==> src/rtl/sirius_mem_pkg.sv <==
// Shared types and constants for the memory-side refill path.
package sirius_mem_pkg;

  typedef enum logic [1:0] {
    IDLE,
    ADDR,
    DATA
  } arb_state_t;

  typedef logic req_id_t;

  localparam int unsigned REFILL_BURST_LEN = 16;
  localparam logic [7:0]  AR_LEN           = 8'(REFILL_BURST_LEN - 1);

  // AXI length field is beats minus one.
  function automatic logic [7:0] ar_len_of(input int unsigned beats);
    return 8'(beats - 1);
  endfunction

endpackage

==> src/rtl/cache_refill_arbiter_grant.sv <==
// Two-way winner select for refill requests.
// ARB_ROUND_ROBIN_EN selects round-robin ties; otherwise req 1 wins ties.
module arb2_grant
  import sirius_mem_pkg::*;
(
  input  logic [1:0] req_valid,
`ifdef ARB_ROUND_ROBIN_EN
  input  req_id_t    rr_ptr,
`endif
  output req_id_t    win
);

  always_comb begin
    win = 1'b0;
    case (req_valid)
      2'b01: win = 1'b0;
      2'b10: win = 1'b1;
`ifdef ARB_ROUND_ROBIN_EN
      2'b11: win = rr_ptr;
`else
      2'b11: win = 1'b1;
`endif
      default: win = 1'b0;
    endcase
  end

endmodule

==> src/rtl/cache_refill_arbiter.sv <==
// Shares one AXI-style AR/R burst read port between icache (0) and dcache (1).
// ARB_ROUND_ROBIN_EN: round-robin tie break; default is fixed priority to dcache.
module cache_refill_arbiter
  import sirius_mem_pkg::*;
#(
  parameter int unsigned ADDR_W    = 32,
  parameter int unsigned DATA_W    = 32,
  parameter int unsigned BURST_LEN = REFILL_BURST_LEN
) (
  input  logic                clk,
  input  logic                rst,
  input  logic [2*ADDR_W-1:0] req_addr,
  input  logic [1:0]          req_valid,
  output logic [1:0]          req_ok,
  output logic [DATA_W-1:0]   rd_data,
  output logic [1:0]          rd_valid,
  output logic [1:0]          rd_last,
  output logic [ADDR_W-1:0]   mem_araddr,
  output logic [7:0]          mem_arlen,
  output logic                mem_arvalid,
  input  logic                mem_arready,
  input  logic [DATA_W-1:0]   mem_rdata,
  input  logic                mem_rvalid,
  input  logic                mem_rlast,
  output logic                mem_rready,
  output logic                err_len
);

  localparam int unsigned     CNT_W    = (BURST_LEN > 1) ? $clog2(BURST_LEN) : 1;
  localparam logic [CNT_W-1:0] LAST_CNT = CNT_W'(BURST_LEN - 1);

  arb_state_t        state;
  req_id_t           grant;
  req_id_t           win;
  logic [CNT_W-1:0]  beat_cnt;
  logic [ADDR_W-1:0] araddr_q;
  logic [ADDR_W-1:0] win_addr;
  logic              arvalid_q;
  logic              rready_q;
  logic              err_q;
`ifdef ARB_ROUND_ROBIN_EN
  req_id_t           rr_ptr;
`endif

  arb2_grant u_grant (
    .req_valid (req_valid),
`ifdef ARB_ROUND_ROBIN_EN
    .rr_ptr    (rr_ptr),
`endif
    .win       (win)
  );

  assign win_addr = win ? req_addr[2*ADDR_W-1:ADDR_W] : req_addr[ADDR_W-1:0];

  always_ff @(posedge clk) begin
    if (rst) begin
      state     <= IDLE;
      grant     <= 1'b0;
      beat_cnt  <= '0;
      araddr_q  <= '0;
      arvalid_q <= 1'b0;
      rready_q  <= 1'b0;
      err_q     <= 1'b0;
`ifdef ARB_ROUND_ROBIN_EN
      rr_ptr    <= 1'b0;
`endif
    end else begin
      case (state)
        IDLE: begin
          if (|req_valid) begin
            grant     <= win;
            araddr_q  <= win_addr;
            arvalid_q <= 1'b1;
            state     <= ADDR;
          end
        end
        ADDR: begin
          if (arvalid_q && mem_arready) begin
            arvalid_q <= 1'b0;
            rready_q  <= 1'b1;
            beat_cnt  <= '0;
            state     <= DATA;
          end
        end
        DATA: begin
          if (mem_rvalid) begin
            if (beat_cnt != LAST_CNT)
              beat_cnt <= beat_cnt + 1'b1;
            // Early rlast, or a full count of beats with no rlast, is a length error.
            if (mem_rlast ? (beat_cnt != LAST_CNT) : (beat_cnt == LAST_CNT))
              err_q <= 1'b1;
            if (mem_rlast) begin
              rready_q <= 1'b0;
              state    <= IDLE;
`ifdef ARB_ROUND_ROBIN_EN
              rr_ptr   <= ~grant;
`endif
            end
          end
        end
        default: begin
          state     <= IDLE;
          arvalid_q <= 1'b0;
          rready_q  <= 1'b0;
        end
      endcase
    end
  end

  // Handshake pulses are steered to the granted requester and muted under reset.
  always_comb begin
    req_ok   = '0;
    rd_valid = '0;
    rd_last  = '0;
    if (!rst) begin
      if (arvalid_q && mem_arready)
        req_ok[grant] = 1'b1;
      if (rready_q && mem_rvalid) begin
        rd_valid[grant] = 1'b1;
        rd_last[grant]  = mem_rlast;
      end
    end
  end

  assign rd_data     = mem_rdata;
  assign mem_araddr  = araddr_q;
  assign mem_arlen   = ar_len_of(BURST_LEN);
  assign mem_arvalid = arvalid_q;
  assign mem_rready  = rready_q;
  assign err_len     = err_q;

endmodule

==> config.mk <==
export PLATFORM = sky130hd
export DESIGN_NAME = cache_refill_arbiter
export DESIGN_NICKNAME = d
export VERILOG_FILES = /design/src/rtl/sirius_mem_pkg.sv /design/src/rtl/cache_refill_arbiter_grant.sv /design/src/rtl/cache_refill_arbiter.sv
export SDC_FILE = /design/constraint.sdc
export NUM_CORES = 1
export LEC_CHECK = 0
export CORE_MARGIN = 8
export CORE_UTILIZATION = 25
export CTS_BUF_LIST = sky130_fd_sc_hd__clkbuf_2 sky130_fd_sc_hd__clkbuf_4 sky130_fd_sc_hd__clkbuf_8
export CTS_CLUSTER_DIAMETER = 40
export DETAILED_ROUTE_END_ITERATION = 12
export PLACE_DENSITY = 0.63
export SKIP_LAST_GASP = 1
export SYNTH_ARGS = -nofsm -noshare
export SYNTH_HDL_FRONTEND = slang
export SYNTH_SLANG_ARGS = --single-unit
==> constraint.sdc <==
create_clock -name clk -period 1.9 [get_ports clk]
set_input_delay 0.285 -clock clk [delete_from_list [all_inputs] [get_ports clk]]
set_output_delay 0.285 -clock clk [all_outputs]
set_load 0.01 [all_outputs]
==> flow_metrics.py <==
metrics = {
    "status": {
        "status": "complete, no violations",
    },
    "clock_tree": {
        "cts_tree": "built",
        "clkSlewWorstSetupHoldPaths_ns": 0.09,
        "cts_max_path_buffers": 2,
        "cts.sinks": 42,
        "root_buffer": "clkbuf_8",
        "clock_latency_ns": 0.29,
        "numCtsBuffers": 5,
        "cts_hold_buf": 0,
        "post_cts_buffers": 0,
        "htree_levels": 2,
    },
    "die": {
        "dieArea_um2": 13300,
        "die_h_um": 115,
        "start_util_pct": 25.4,
        "die_w_um": 115,
        "num_io_pins": 184,
        "core-area_um2": 9680,
        "placementRows": 36,
    },
    "yosys": {
        "synth_cell_type_count": 37,
        "synthCells": 250,
        "synthAdderAreaFrac_pct": 0.508,
        "synth_area_leaders": "dfxtp_1 34%, a211oi_2 15%, mux2i_1 13%",
        "yosys.area_share.simple_pct": 7.21,
        "yosysMostFrequentCell": "dfxtp_1",
        "synth_compound_area_share_pct": 26.6,
        "synth-seq-cells": 42,
        "synthFlopType": "dfxtp_1",
        "netlist_area_um2": 2460,
        "yosys.area.top_type": "dfxtp_1",
        "avgSynthCellArea_um2": 9.85,
        "ys_warn_count": 0,
        "synth_common_cells": "42 x dfxtp_1, 40 x buf_4, 39 x a21oi_1",
        "synth_top_family_by_area": "compound AO/OA/AOI/OAI gates",
        "async_flop_share_pct": 0,
        "synth_edf_count": 0,
        "seq_area_frac_synth_pct": 34.1,
        "synthDominantCellAreaShare_pct": 34.1,
        "synth.area.mux_share_pct": 13.4,
        "synth_xor_area_share_pct": 0.356,
    },
    "sta": {
        "fmax_ghz": 0.552,
        "slew_headroom_pct": 62.7,
        "setup_violations": 0,
        "hold_viol": 0,
        "fin_crit_sh_pct": 95.4,
        "hold_ws_ns": 0.478,
        "clock_skew_ns": 0.00625,
        "setup_tns_ns": 0,
        "finalCriticalPeriod_ns": 1.81,
        "final_max_slew_viol_count": 0,
        "tightest_slew_ns": 0.560,
    },
    "drt": {
        "dr.pass1.iters": 4,
        "via_count": 2057,
        "drt_iter0_drc": 42,
        "viasPerCell": 4.50,
        "antenna_left": 0,
        "avgRoutedWirePerCell_um": 15.4,
        "routed_wl_um": 7050,
        "drcViolationCount": 0,
    },
    "worst_setup_path": {
        "reg2reg_depth": 4,
        "crit_path_top_delay_cell": "clkdlybuf4s50_1",
        "crit_top_cell": "clkdlybuf4s50_1",
        "crit_arrival_ns": 1.53,
        "criticalPathCategory": "primary input to primary output",
        "rrSetupSlack_ns": 0.51,
        "cp-start-kind": "primary input",
        "cp-end-kind": "primary output",
        "reg2reg_from": "beat_cnt[0]",
        "timing.rr.end": "beat_cnt[0]",
        "cp.required_ns": 1.62,
        "crit_fanout": 2,
        "cp_slowest_stage_delay_ns": 0.56,
        "crit_chain": "clkdlybuf4s50_1 > nand2_1 > nor3_1 > clkdlybuf4s50_1",
    },
    "power_and_ir_drop": {
        "vdd_drop_max_uv": 267,
        "power_density_nw_per_um2": 683,
        "p_leak_nw": 1.33,
    },
    "place": {
        "dp.final_hpwl_um": 5380,
        "placed_cells": 449,
        "globalplace.congestion": 0.698,
        "port_buffers": 111,
        "place_area_um2": 3420,
    },
    "min_path": {
        "hold_depth": 2,
        "worstHoldPathType": "register to register",
        "min-delay-start": "err_len",
        "hold_end": "err_len",
    },
    "layout": {
        "diodes": 0,
        "final_nets": 427,
        "fillers": 1003,
        "seqCellArea_um2": 842,
        "drive_gt1_share_pct": 17.0,
        "stdcell_count": 457,
        "postLayoutCellArea_um2": 3520,
        "area_growth_syn_to_layout_pct": 43.1,
        "finish.utilization_pct": 36.4,
        "multi_input_area_um2": 1230,
    },
    "grt": {
        "met1_usage_pct": 11.1,
        "grtUsageMet3_pct": 3.94,
        "grtUsageMet2_pct": 17.9,
        "grtUsageTotal_pct": 10.2,
        "antenna_found_initial": 0,
        "grt_pass1_wl_um": 10900,
        "gr-total-overflow": 0,
        "grt_max_degree": 37,
        "grt_pass1_vias": 2131,
        "grt_most_used_layer": "met2",
    },
    "run": {
        "cap_violations": 0,
    },
}
## registers in the layout, indices dropped and copies added (netlist names)
register	flops
mem_arvalid	1
mem_rready	1
beat_cnt	4
grant	1
err_len	1
state	2
mem_araddr	32
## layer usage
| metal | wire (um) | vias to the layer above | share of wire [%] |
|---|---|---|---|
| met5 | 0 | - | 0 |
| met4 | 93 | 0 | 1.3 |
| met3 | 664 | 19 | 9.4 |
| met2 | 3510 | 79 | 50 |
| met1 | 2780 | 955 | 39 |
| li1 | - | 1004 | - |
## worst max path at each step
stage | startpoint | cells past startpoint | slack, ns | end
2_1_floorplan | req_valid[1] | 7 | 0.51 | mem_araddr[0]
3_3_place_gp | mem_rvalid | 4 | -0.17 | rd_last[0]
3_5_place_dp | mem_rvalid | 4 | -0.22 | rd_last[0]
4_1_cts | mem_arready | 4 | 0.02 | req_ok[1]
5_1_grt | mem_arready | 4 | -0.006 | req_ok[0]
6_report | mem_arready | 4 | 0.09 | req_ok[0]
## cells in the final DEF, fill, tap and decap left out, drive strengths merged, types with 3 or more instances in the layout
cell / netlist / routed
o211ai: 3 / 3
a21oi: 39 / 39
nand2: 3 / 3
mux2i: 33 / 33
a211oi: 32 / 32
clkdlybuf4s50: 0 / 104
dfxtp: 42 / 42
nand3b: 3 / 3
buf: 48 / 12
and2: 3 / 3
clkbuf: 13 / 6
dlygate4sd2: 0 / 4
conb: 2 / 8
## cells by family (layout without fill, tap and decap cells)
kind of cell,count (synthesis),count (layout)
compound gates,81,81
mux,33,33
simple gates,28,28
fa+ha+maj,1,1
xor+xnor,1,1
flops,42,42
buf+inv,62,130
other cells,2,8
## critical path, delay by kind of cell
kind / cells / cell delay, ns
buf+inv: 2 / 1.03
simple gates: 2 / 0.21
## metrics by stage
| stage | worst slack (ns) | power [mW] |
|---|---|---|
| global route | -0.00556 | 2.56 |
| finish | 0.0880 | 2.41 |
| CTS | 0.0152 | 2.47 |
| detailed placement | -0.219 | 1.83 |
| global placement | -0.167 | 1.82 |
| floorplan | 0.506 | 1.51 |
## where the power goes
group	internal [mW]	switching (mW)	leakage, nW
Sequential	0.972	0.0543	0.348
Clock	0.293	0.323	0.0472
Combinational	0.429	0.338	0.936
Total	1.69	0.715	1.33
## layout make-up
cell class                 count  area share, %
multi-input combinational    152           34.9
timing repair buffer         121           33.7
sequential                    42           23.9
tap                          133           4.72
clock buffer                   6           2.34
clock inverter                 2          0.355
inverter                       1          0.106
## timing repair
action                                  4_1_cts  5_1_grt
gates cloned                                  0        0
endpoints found under the setup margin        4        2
pin swaps                                     0        0
resized for setup                             6        2
No activity file was read; power rests on OpenSTA's default activity.
